**src/rtl/core_bus_arbiter_if.sv**
```systemverilog
// Core fetch/data buses and the shared memory port around core_bus_arbiter.
// slave is the arbiter's view; master is the view of whatever drives it.
interface core_bus_arbiter_if #(
  parameter int ADDR_W = 64
);
  logic              ireq_valid;
  logic [ADDR_W-1:0] ireq_addr;
  logic              iresp_addr_ok;
  logic              iresp_data_ok;
  logic [31:0]       iresp_data;

  logic              dreq_valid;
  logic [ADDR_W-1:0] dreq_addr;
  logic [2:0]        dreq_size;
  logic [7:0]        dreq_strobe;
  logic [63:0]       dreq_data;
  logic              dresp_addr_ok;
  logic              dresp_data_ok;
  logic [63:0]       dresp_data;

  logic              mreq_valid;
  logic              mreq_is_write;
  logic [ADDR_W-1:0] mreq_addr;
  logic [2:0]        mreq_size;
  logic [7:0]        mreq_strobe;
  logic [63:0]       mreq_data;
  logic              mresp_ready;
  logic [63:0]       mresp_data;

  logic              err;

  modport slave (
    input  ireq_valid, ireq_addr,
    output iresp_addr_ok, iresp_data_ok, iresp_data,
    input  dreq_valid, dreq_addr, dreq_size, dreq_strobe, dreq_data,
    output dresp_addr_ok, dresp_data_ok, dresp_data,
    output mreq_valid, mreq_is_write, mreq_addr, mreq_size, mreq_strobe, mreq_data,
    input  mresp_ready, mresp_data,
    output err
  );

  modport master (
    output ireq_valid, ireq_addr,
    input  iresp_addr_ok, iresp_data_ok, iresp_data,
    output dreq_valid, dreq_addr, dreq_size, dreq_strobe, dreq_data,
    input  dresp_addr_ok, dresp_data_ok, dresp_data,
    input  mreq_valid, mreq_is_write, mreq_addr, mreq_size, mreq_strobe, mreq_data,
    output mresp_ready, mresp_data,
    input  err
  );
endinterface

```
**src/rtl/core_bus_arbiter.sv**
```systemverilog
// Arbitrates the core's fetch and data buses onto one memory port and holds each
// request until memory answers or the watchdog forces completion.
module core_bus_arbiter #(
  parameter int unsigned TIMEOUT_CYC = 1024,
  parameter int          ADDR_W      = 64
) (
  input logic               clk,
  input logic               reset,
  core_bus_arbiter_if.slave bus
);
  // state  | meaning
  // IDLE   | no transaction; arbitrate and grant this cycle
  // I_WAIT | fetch held on the memory port
  // D_WAIT | data request held on the memory port
  // I_DONE | iresp_data_ok pulse
  // D_DONE | dresp_data_ok pulse
  typedef enum logic [2:0] {IDLE, I_WAIT, D_WAIT, I_DONE, D_DONE} state_t;

  localparam int unsigned CNT_W   = (TIMEOUT_CYC > 1) ? $clog2(TIMEOUT_CYC) : 1;
  localparam int unsigned WD_LAST = (TIMEOUT_CYC == 0) ? 0 : TIMEOUT_CYC - 1;
  localparam logic [CNT_W-1:0] WD_TC = CNT_W'(WD_LAST);

  state_t            state;
  logic              rr_flag;
  logic [CNT_W-1:0]  wd_cnt;
  logic              grant_i, grant_d, wd_expire;

  logic              mreq_valid_q, mreq_is_write_q;
  logic [ADDR_W-1:0] cap_addr;
  logic [2:0]        cap_size;
  logic [7:0]        cap_strobe;
  logic [63:0]       cap_data;
  logic              iresp_ok_q, dresp_ok_q;
  logic [31:0]       iresp_data_q;
  logic [63:0]       dresp_data_q;
  logic              err_q;

  // rr_flag hands a contested IDLE cycle to the fetch side after a data win.
  always_comb begin
    grant_d = 1'b0;
    grant_i = 1'b0;
    if (state == IDLE) begin
      if (bus.dreq_valid && !(bus.ireq_valid && rr_flag))
        grant_d = 1'b1;
      else if (bus.ireq_valid)
        grant_i = 1'b1;
    end
  end

  assign wd_expire = (TIMEOUT_CYC != 0) && (wd_cnt == WD_TC);

  always_ff @(posedge clk or negedge reset) begin
    if (!reset) begin
      state           <= IDLE;
      rr_flag         <= 1'b0;
      wd_cnt          <= '0;
      mreq_valid_q    <= 1'b0;
      mreq_is_write_q <= 1'b0;
      cap_addr        <= '0;
      cap_size        <= '0;
      cap_strobe      <= '0;
      cap_data        <= '0;
      iresp_ok_q      <= 1'b0;
      dresp_ok_q      <= 1'b0;
      iresp_data_q    <= '0;
      dresp_data_q    <= '0;
      err_q           <= 1'b0;
    end else begin
      case (state)
        IDLE: begin
          wd_cnt <= '0;
          if (grant_d) begin
            state           <= D_WAIT;
            mreq_valid_q    <= 1'b1;
            mreq_is_write_q <= |bus.dreq_strobe;
            cap_addr        <= bus.dreq_addr;
            cap_size        <= bus.dreq_size;
            cap_strobe      <= bus.dreq_strobe;
            cap_data        <= bus.dreq_data;
            if (bus.ireq_valid)
              rr_flag <= 1'b1;
          end else if (grant_i) begin
            state           <= I_WAIT;
            mreq_valid_q    <= 1'b1;
            mreq_is_write_q <= 1'b0;
            cap_addr        <= bus.ireq_addr;
            cap_size        <= 3'd2;
            cap_strobe      <= '0;
            cap_data        <= '0;
            rr_flag         <= 1'b0;
          end
        end
        I_WAIT, D_WAIT: begin
          if (bus.mresp_ready || wd_expire) begin
            mreq_valid_q <= 1'b0;
            wd_cnt       <= '0;
            if (!bus.mresp_ready)
              err_q <= 1'b1;
            if (state == I_WAIT) begin
              state      <= I_DONE;
              iresp_ok_q <= 1'b1;
              if (!bus.mresp_ready)
                iresp_data_q <= '0;
              else if (cap_addr[2])
                iresp_data_q <= bus.mresp_data[63:32];
              else
                iresp_data_q <= bus.mresp_data[31:0];
            end else begin
              state        <= D_DONE;
              dresp_ok_q   <= 1'b1;
              dresp_data_q <= (bus.mresp_ready && !mreq_is_write_q) ? bus.mresp_data : 64'h0;
            end
          end else begin
            wd_cnt <= wd_cnt + 1'b1;
          end
        end
        I_DONE, D_DONE: begin
          state      <= IDLE;
          iresp_ok_q <= 1'b0;
          dresp_ok_q <= 1'b0;
        end
        default: state <= IDLE;
      endcase
    end
  end

  assign bus.iresp_addr_ok = grant_i;
  assign bus.dresp_addr_ok = grant_d;
  assign bus.iresp_data_ok = iresp_ok_q;
  assign bus.iresp_data    = iresp_data_q;
  assign bus.dresp_data_ok = dresp_ok_q;
  assign bus.dresp_data    = dresp_data_q;
  assign bus.mreq_valid    = mreq_valid_q;
  assign bus.mreq_is_write = mreq_is_write_q;
  assign bus.mreq_addr     = cap_addr;
  assign bus.mreq_size     = cap_size;
  assign bus.mreq_strobe   = cap_strobe;
  assign bus.mreq_data     = cap_data;
  assign bus.err           = err_q;
endmodule

```
**src/flat_wrapper.sv**
```systemverilog
// flat-port wrapper written by rule: the top's interface ports become plain ports
module core_bus_arbiter_flat 
#(
  parameter int unsigned TIMEOUT_CYC = 1024,
  parameter int          ADDR_W      = 64
)
  (clk, reset, bus_ireq_valid, bus_ireq_addr, bus_iresp_addr_ok, bus_iresp_data_ok, bus_iresp_data, bus_dreq_valid, bus_dreq_addr, bus_dreq_size, bus_dreq_strobe, bus_dreq_data, bus_dresp_addr_ok, bus_dresp_data_ok, bus_dresp_data, bus_mreq_valid, bus_mreq_is_write, bus_mreq_addr, bus_mreq_size, bus_mreq_strobe, bus_mreq_data, bus_mresp_ready, bus_mresp_data, bus_err);
  core_bus_arbiter_if #(.ADDR_W(ADDR_W)) bus_i ();
  input logic clk;
  input logic reset;
  input wire logic [$bits(bus_i.ireq_valid)-1:0] bus_ireq_valid;
  input wire logic [$bits(bus_i.ireq_addr)-1:0] bus_ireq_addr;
  output wire logic [$bits(bus_i.iresp_addr_ok)-1:0] bus_iresp_addr_ok;
  output wire logic [$bits(bus_i.iresp_data_ok)-1:0] bus_iresp_data_ok;
  output wire logic [$bits(bus_i.iresp_data)-1:0] bus_iresp_data;
  input wire logic [$bits(bus_i.dreq_valid)-1:0] bus_dreq_valid;
  input wire logic [$bits(bus_i.dreq_addr)-1:0] bus_dreq_addr;
  input wire logic [$bits(bus_i.dreq_size)-1:0] bus_dreq_size;
  input wire logic [$bits(bus_i.dreq_strobe)-1:0] bus_dreq_strobe;
  input wire logic [$bits(bus_i.dreq_data)-1:0] bus_dreq_data;
  output wire logic [$bits(bus_i.dresp_addr_ok)-1:0] bus_dresp_addr_ok;
  output wire logic [$bits(bus_i.dresp_data_ok)-1:0] bus_dresp_data_ok;
  output wire logic [$bits(bus_i.dresp_data)-1:0] bus_dresp_data;
  output wire logic [$bits(bus_i.mreq_valid)-1:0] bus_mreq_valid;
  output wire logic [$bits(bus_i.mreq_is_write)-1:0] bus_mreq_is_write;
  output wire logic [$bits(bus_i.mreq_addr)-1:0] bus_mreq_addr;
  output wire logic [$bits(bus_i.mreq_size)-1:0] bus_mreq_size;
  output wire logic [$bits(bus_i.mreq_strobe)-1:0] bus_mreq_strobe;
  output wire logic [$bits(bus_i.mreq_data)-1:0] bus_mreq_data;
  input wire logic [$bits(bus_i.mresp_ready)-1:0] bus_mresp_ready;
  input wire logic [$bits(bus_i.mresp_data)-1:0] bus_mresp_data;
  output wire logic [$bits(bus_i.err)-1:0] bus_err;
  assign bus_i.ireq_valid = bus_ireq_valid;
  assign bus_i.ireq_addr = bus_ireq_addr;
  assign bus_iresp_addr_ok = bus_i.iresp_addr_ok;
  assign bus_iresp_data_ok = bus_i.iresp_data_ok;
  assign bus_iresp_data = bus_i.iresp_data;
  assign bus_i.dreq_valid = bus_dreq_valid;
  assign bus_i.dreq_addr = bus_dreq_addr;
  assign bus_i.dreq_size = bus_dreq_size;
  assign bus_i.dreq_strobe = bus_dreq_strobe;
  assign bus_i.dreq_data = bus_dreq_data;
  assign bus_dresp_addr_ok = bus_i.dresp_addr_ok;
  assign bus_dresp_data_ok = bus_i.dresp_data_ok;
  assign bus_dresp_data = bus_i.dresp_data;
  assign bus_mreq_valid = bus_i.mreq_valid;
  assign bus_mreq_is_write = bus_i.mreq_is_write;
  assign bus_mreq_addr = bus_i.mreq_addr;
  assign bus_mreq_size = bus_i.mreq_size;
  assign bus_mreq_strobe = bus_i.mreq_strobe;
  assign bus_mreq_data = bus_i.mreq_data;
  assign bus_i.mresp_ready = bus_mresp_ready;
  assign bus_i.mresp_data = bus_mresp_data;
  assign bus_err = bus_i.err;
  core_bus_arbiter #(.TIMEOUT_CYC(TIMEOUT_CYC), .ADDR_W(ADDR_W)) u_core (.clk(clk), .reset(reset), .bus(bus_i));
endmodule
```
**config.mk**
```make
export PLATFORM = sky130hd
export DESIGN_NAME = core_bus_arbiter_flat
export DESIGN_NICKNAME = d
export VERILOG_FILES = /design/src/rtl/core_bus_arbiter_if.sv /design/src/rtl/core_bus_arbiter.sv /design/src/flat_wrapper.sv
export SDC_FILE = /design/constraint.sdc
export NUM_CORES = 1
export LEC_CHECK = 0
export ABC_AREA = 1
export CAP_MARGIN = 20
export CORE_AREA = 2 2 201 203
export CTS_BUF_LIST = sky130_fd_sc_hd__clkbuf_8
export DETAILED_ROUTE_END_ITERATION = 6
export DIE_AREA = 0 0 203 205
export PLACE_DENSITY = 0.64
export SYNTH_ARGS = -nofsm -noshare
export SYNTH_HDL_FRONTEND = slang
export SYNTH_SLANG_ARGS = --single-unit
```
**constraint.sdc**
```tcl
create_clock -name clk -period 1.7 [get_ports clk]
set_input_delay 0.17 -clock clk [delete_from_list [all_inputs] [get_ports clk]]
set_output_delay 0.17 -clock clk [all_outputs]
set_load 0.02 [all_outputs]
```
==> flow_summary.json, run 1 <==
{
  "row_count": 73,
  "synth_seq_cells": 254,
  "cts_buffers": 48,
  "worst-path-buf-inv": 2,
  "cp-end-kind": "register",
  "clock_latency_ns": 0.63,
  "timing.critical_path.required_ns": 2.19,
  "postRouteWirelength_um": 47600,
  "mostFrequentLayoutCells": "nand2_1 (399), clkdlybuf4s50_1 (270), dfrtp_1 (252)",
  "area_growth_pct": 74.9,
  "critPathArrivalTime_ns": 2.26,
  "layout_setup_ws_ns": -0.0709,
  "comb_power_share_pct": 52.7,
  "yosysWarnings": 0,
  "grt_pass1_wl_um": 64000,
  "cp-start-kind": "register",
  "die_area_um2": 41600,
  "htree_levels": 2,
  "power.leakage_nw": 9.36,
  "pwr-share-clk_pct": 17.7,
  "yosysUniqueCellTypes": 29,
  "ir_drop_mv": 1.01,
  "vias": 11200,
  "clk_path_buf_depth": 3,
  "synth_cells": 1285,
  "status": "finished, violations left",
  "root_buffer": "clkbuf_8",
  "r2r-start": "u_core.wd_cnt[1]",
  "drc": 0,
  "grt_max_degree": 67,
  "max-cap-violations": 0,
  "synth.avg_cell_area_um2": 8.60,
  "tightest_slew_ns": 0.423,
  "drive_above_1_share_pct": 18.6,
  "swShare_pct": 44.0,
  "grtUsageTotal_pct": 20.3,
  "relSlewSlack_pct": 71.9,
  "portBuffers": 513,
  "dpl-instance-area_um2": 17000,
  "ys_seq_area_share_pct": 57.5,
  "synth_area_leaders": "dfrtp_1 (58%), nand2_1 (17%), nor2_1 (5.0%)",
  "dr.pass1.iters": 5,
  "vias_per_cell": 4.63,
  "stdcell_count": 2428,
  "critPathKind": "register to register",
  "violations": "setup timing",
  "fillCellCount": 3714,
  "critical-path-top-delay-family": "simple AND/OR/NAND/NOR gates",
  "period_share_pct": 104,
  "dpl.cell_count": 2302,
  "hold_viol": 0,
  "intPower_mw": 20.3,
  "core_area_um2": 39400,
  "final_common_cell": "nand2_1",
  "skew_ns": 0.0287,
  "setup_tns_ns": -1.95,
  "rsz0062_at_grt": "yes",
  "power_frac_seq_pct": 29.6,
  "min_period_ns": 1.77,
  "ant_nets": 0,
  "slew_viol_final": 0,
  "gp_congestion": 0.923,
  "io_pins": 514,
  "die_h_um": 205,
  "reg2reg_depth": 10,
  "hp-class": "input pin to asynchronous set/reset pin",
  "final_area_um2": 19300,
  "max_freq_mhz": 565,
  "dp_hpwl_um": 32600,
  "initialDrtViolationCount": 529,
  "grt_pass1_vias": 10800,
  "cts.clk_slew.worst_paths_ns": 0.06,
  "cellPowerDensity_nw_per_um2": 1880,
  "r2r_end": "u_core.bus.dresp_data[55]",
  "wl_per_cell_um": 19.6,
  "die_x_um": 203,
  "setup_viol": 66,
  "cts.sinks": 254,
  "grt.overflow.total": 0,
  "crit_fanout": 6,
  "cts_tree": "done",
  "yosysTopAreaCell": "dfrtp_1",
  "syn-num-nets": 1558,
  "critPathMaxStageDelay_ns": 0.38,
  "reg2reg_setup_slack_ns": -0.07,
  "antenna_found_initial": 6,
  "dp_slack_ns": -0.213,
  "start_util_pct": 28.1,
  "crit_slowest_cell": "dfrtp_1",
  "path_cells": "ha_2 > nand2_2 > nor2_4 > nand3_4 > nand2_4 > nand3_4 > clkbuf_16 > clkbuf_16 > nand2_2 > o21ai_1",
  "netlist_area_um2": 11100,
  "final_nets": 2139,
  "p_sw_mw": 16.0,
  "synth.top_cell.area_share_pct": 57.5
}
## logic make-up (layout without fill, tap and decap cells)
logic type               count (synthesis)  count (layout)  share of synthesized area, %
AO/OA/AOI/OAI                          269             269                          13.5
buffers and inverters                   97             714                          5.28
XOR/XNOR                                 5               5                         0.396
adder cells (fa/ha/maj)                  1               1                         0.113
other                                    0               1                             0
flip-flops                             254             254                          57.5
AND/OR/NAND/NOR                        659             659                          23.2
## repair_timing
item                                    CTS  global route
hold buffers                              1             0
endpoints found under the hold margin   254             0
pin swaps                                 3             9
buffers inserted                          2             4
resized for setup                       255           216
cloned                                    0            33
endpoints found under the setup margin  242           158
## worst reg2reg max path, cell delays in order (launching register included)
cell and delay, ns:
dfrtp_1 0.38, ha_2 0.20, nand2_2 0.07, nor2_4 0.13
nand3_4 0.10, nand2_4 0.10, nand3_4 0.15, clkbuf_16 0.23
clkbuf_16 0.18, nand2_2 0.05, o21ai_1 0.05
## synthesized netlist by cell type
master / number
nand2_1: 487
dfrtp_1: 254
nor2_1: 146
o21ai_0: 101
a21oi_1: 66
o21ai_1: 64
o21ai_2: 36
clkbuf_1: 23
buf_6: 21
buf_2: 19
inv_1: 13
buf_4: 9
nand3_1: 9
buf_1: 5
nand2_2: 5
inv_2: 4
clkbuf_2: 3
nor2_4: 3
xor2_1: 3
nand3_4: 2
nor2_2: 2
nor3_1: 2
xnor2_1: 2
ha_1: 1
nand2_4: 1
nand4_1: 1
nor4_1: 1
o21bai_1: 1
o22a_1: 1
## worst max path at each step
stage / start / endpoint / slack, ns / cells past startpoint
final: u_core.wd_cnt[1] / u_core.bus.dresp_data[55] / -0.07 / 10
after global routing: u_core.rr_flag / bus_iresp_addr_ok / -0.17 / 5
after CTS: u_core.state[0] / bus_iresp_addr_ok / -0.17 / 4
after detailed placement: bus_ireq_valid / u_core.bus.mreq_addr[35] / -0.21 / 8
after global placement: bus_ireq_valid / u_core.bus.mreq_addr[35] / -0.24 / 8
after floorplan: u_core.wd_cnt[0] / u_core.bus.dresp_data[59] / 0.15 / 10
## area by class of cell
| class | instances | area, um^2 | share of cell area, % |
|---|---|---|---|
| diodes | 1 | 2.50 | 0.0129 |
| clock inverters | 22 | 153 | 0.790 |
| flip-flops and latches | 254 | 6360 | 32.9 |
| clock buffers | 64 | 881 | 4.56 |
| inverters | 17 | 71.3 | 0.369 |
| well taps | 525 | 657 | 3.40 |
| repair buffers | 611 | 6470 | 33.5 |
| multi-input cells | 934 | 4730 | 24.5 |
## power groups by stage
stage          sequential [mW]  clock (mW)  combinational (mW)
2_1_floorplan             13.8           0                5.76
6_report                  10.8        6.43                19.1
5_1_grt                   11.1        6.90                20.5
4_1_cts                   10.4        6.62                16.7
3_5_place_dp              10.6           0                18.5
3_3_place_gp              10.5           0                18.3
## state kept, by name, indices dropped and copies added, names as in the netlist
name                      flops
u_core.bus.dresp_data        64
u_core.bus.mreq_addr         64
u_core.bus.mreq_data         64
u_core.bus.iresp_data        32
u_core.wd_cnt                10
u_core.bus.mreq_strobe        8
u_core.bus.mreq_size          3
u_core.state                  3
u_core.bus.dresp_data_ok      1
u_core.bus.err                1
u_core.bus.iresp_data_ok      1
u_core.bus.mreq_is_write      1
u_core.bus.mreq_valid         1
u_core.rr_flag                1
## layer usage
layer | global-route usage, % | wire [um] | part of all wire [%]
met3 | 6.92 | 4080 | 8.6
met5 | 0 | 69 | 0.14
met2 | 34.7 | 24200 | 51
met4 | 8.76 | 1690 | 3.5
met1 | 23.2 | 17600 | 37
## through the flow
step	utilization, %	hold slack [ns]	total power, mW
2_1_floorplan	-	-0.126	19.5
3_3_place_gp	43.2	0.102	28.9
3_5_place_dp	43.2	0.108	29.1
4_1_cts	45.2	0.0104	33.8
5_1_grt	49.1	0.0368	38.6
6_report	49.1	0.0423	36.3
(Power assumes the default switching activity.)
==> inputs of run 2 (changes only) <==
--- a/config.mk
+++ b/config.mk
@@ -12,6 +12,7 @@
 export DETAILED_ROUTE_END_ITERATION = 6
 export DIE_AREA = 0 0 203 205
 export PLACE_DENSITY = 0.64
+export SKIP_LAST_GASP = 1
 export SYNTH_ARGS = -nofsm -noshare
 export SYNTH_HDL_FRONTEND = slang
 export SYNTH_SLANG_ARGS = --single-unit
==> constraint.sdc (replaced) <==
create_clock -name clk -period 1.65 [get_ports clk]
set_input_delay 0.165 -clock clk [delete_from_list [all_inputs] [get_ports clk]]
set_output_delay 0.165 -clock clk [all_outputs]
set_load 0.05 [all_outputs]
==> run 2 against run 1 <==
Compared with the run above: highest routed layer unchanged; count of clock-buffer cells in the layout grew 3; sequential power increased by 4%; critical path type is now register to primary output; worst hold slack better by 0.028 ns; sequential cell count is the same; first-iteration DRC count rose by 3.0%; sequential share of layout area shrank 0.13 points; die area stayed put; the run still ends with setup timing left; critical path depth is 5 lower; worst setup slack lost 0.089 ns; global-route usage grew 1.0 points; combinational power up 47%.
==> flow_summary.json, run 2 (same netlist as run 1, synthesis figures left out) <==
{
  "reg2reg_setup_slack_ns": -0.11,
  "timing.critical_path.required_ns": 1.48,
  "grt_pass1_vias": 11300,
  "power.leakage_nw": 9.14,
  "critPathKind": "register to primary output",
  "start_util_pct": 28.1,
  "mostFrequentLayoutCells": "nand2_1 (435), buf_4 (273), clkdlybuf4s50_1 (270)",
  "final_nets": 2167,
  "cts.clk_slew.worst_paths_ns": 0.06,
  "cp-end-kind": "primary output",
  "min_period_ns": 1.81,
  "die_h_um": 205,
  "startpoint": "u_core.state[2]",
  "final_area_um2": 19400,
  "skew_ns": 0.0280,
  "htree_levels": 2,
  "io_pins": 514,
  "comb_power_share_pct": 61.3,
  "pwr-share-clk_pct": 14.4,
  "antenna_found_initial": 4,
  "clk_path_buf_depth": 3,
  "status": "finished, violations left",
  "fillCellCount": 3694,
  "wl_per_cell_um": 19.8,
  "hp-class": "input pin to asynchronous set/reset pin",
  "grt_pass1_wl_um": 67600,
  "dpl-instance-area_um2": 16500,
  "period_share_pct": 110,
  "reg2reg_depth": 10,
  "violations": "setup timing",
  "antenna_cells": 0,
  "gp_congestion": 0.896,
  "root_buffer": "clkbuf_8",
  "slew_viol_final": 0,
  "setup_viol": 97,
  "crit_fanout": 5,
  "p_sw_mw": 23.3,
  "hold_viol": 0,
  "dp_hpwl_um": 32300,
  "drc": 0,
  "cts_buffers": 47,
  "cts_tree": "done",
  "final_common_cell": "nand2_1",
  "grt_max_degree": 67,
  "grtUsageTotal_pct": 21.4,
  "r2r_end": "u_core.bus.dresp_data[45]",
  "initialDrtViolationCount": 545,
  "rsz0062_at_grt": "yes",
  "max_freq_mhz": 552,
  "area_growth_pct": 75.6,
  "die_area_um2": 41600,
  "intPower_mw": 22.6,
  "vias_per_cell": 4.67,
  "cp-start-kind": "register",
  "cts.sinks": 254,
  "tightest_slew_ns": 0.410,
  "max-cap-violations": 0,
  "swShare_pct": 50.8,
  "ir_drop_mv": 1.32,
  "row_count": 73,
  "power_frac_seq_pct": 24.3,
  "relSlewSlack_pct": 72.7,
  "cellPowerDensity_nw_per_um2": 2360,
  "postRouteWirelength_um": 48700,
  "r2r-start": "u_core.wd_cnt[1]",
  "ant_nets": 0,
  "die_x_um": 203,
  "layout_setup_ws_ns": -0.160,
  "critPathArrivalTime_ns": 1.65,
  "portBuffers": 513,
  "regArea_um2": 6360,
  "core_area_um2": 39400,
  "whs_ns": 0.0699,
  "drive_above_1_share_pct": 30.9,
  "clock_latency_ns": 0.61,
  "dr.pass1.iters": 5,
  "grt.overflow.total": 0,
  "multiInputGateArea_um2": 4630,
  "vias": 11500
}
-- run 2: cell types whose count changed in the layout (fill, tap and decap cells not counted), sizes merged, moves of 7 or more --
cell           delta
buf             +260
dlygate4sd2     -233
clkdlybuf4s15    +10
inv               -8
clkbuf            -7
-- run 2: how the worst max path moves through the flow --
stage	endpoint	depth (start not counted)
detailed placement	u_core.bus.mreq_addr[39]	8
CTS	bus_iresp_addr_ok	4
floorplan	u_core.bus.dresp_data[59]	10
global route	bus_dresp_addr_ok	5
global placement	u_core.bus.mreq_addr[39]	8
finish	bus_dresp_addr_ok	5
-- run 2: per-stage QoR --
stage                     total power, mW  setup slack [ns]  setup TNS, ns  std cells  utilization (%)
after floorplan                      26.5            0.0946              0       1285                -
final                                45.9            -0.160          -3.28       2454             49.3
after global placement               35.5           -0.0730          -1.52       2301             42.0
after CTS                            44.3            -0.216          -5.59       2417             47.0
after global routing                 48.2            -0.247         -14.16       2454             49.3
after detailed placement             35.8           -0.0667          -4.04       2301             42.0
-- run 2: final cells by class --
cell class              instances  share of cell area [%]
clock buffers                  67                    4.75
clock inverters                17                   0.567
inverters                      17                   0.342
multi-input cells             934                    23.8
flip-flops and latches        254                    32.8
well taps                     525                    3.38
repair buffers                640                    34.3
-- run 2: metal layers --
| layer | vias to the layer above | wire length, um | GRT usage, % |
|---|---|---|---|
| met5 | - | 57 | 0 |
| li1 | 5368 | - | - |
| met4 | 8 | 1350 | 6.62 |
| met3 | 99 | 4210 | 6.78 |
| met1 | 5442 | 18300 | 24.2 |
| met2 | 547 | 24800 | 38.2 |
-- run 2: what timing repair did --
| item | in CTS | in global routing |
|---|---|---|
| cloned | 15 | 19 |
| hold endpoints to repair | 254 | 0 |
| pin swaps | 6 | 24 |
| endpoints found under the setup margin | 81 | 211 |
| setup buffers | 16 | 21 |
| resized for setup | 140 | 104 |
| hold buffers | 1 | 0 |
-- run 2: critical path, cell delays in order, from the launching register on --
cell,delay [ns]
dfrtp_2,0.44
nor2_4,0.14
nand2_4,0.09
nor2_4,0.12
buf_12,0.13
buf_12,0.13
-- run 2: power by group through the flow --
| stage | combinational [mW] | sequential, mW | clock (mW) |
|---|---|---|---|
| 3_3_place_gp | 24.7 | 10.9 | 0 |
| 6_report | 28.1 | 11.2 | 6.61 |
| 4_1_cts | 26.4 | 11.0 | 6.80 |
| 3_5_place_dp | 24.9 | 10.9 | 0 |
| 5_1_grt | 29.6 | 11.5 | 7.10 |
| 2_1_floorplan | 5.97 | 20.5 | 0 |
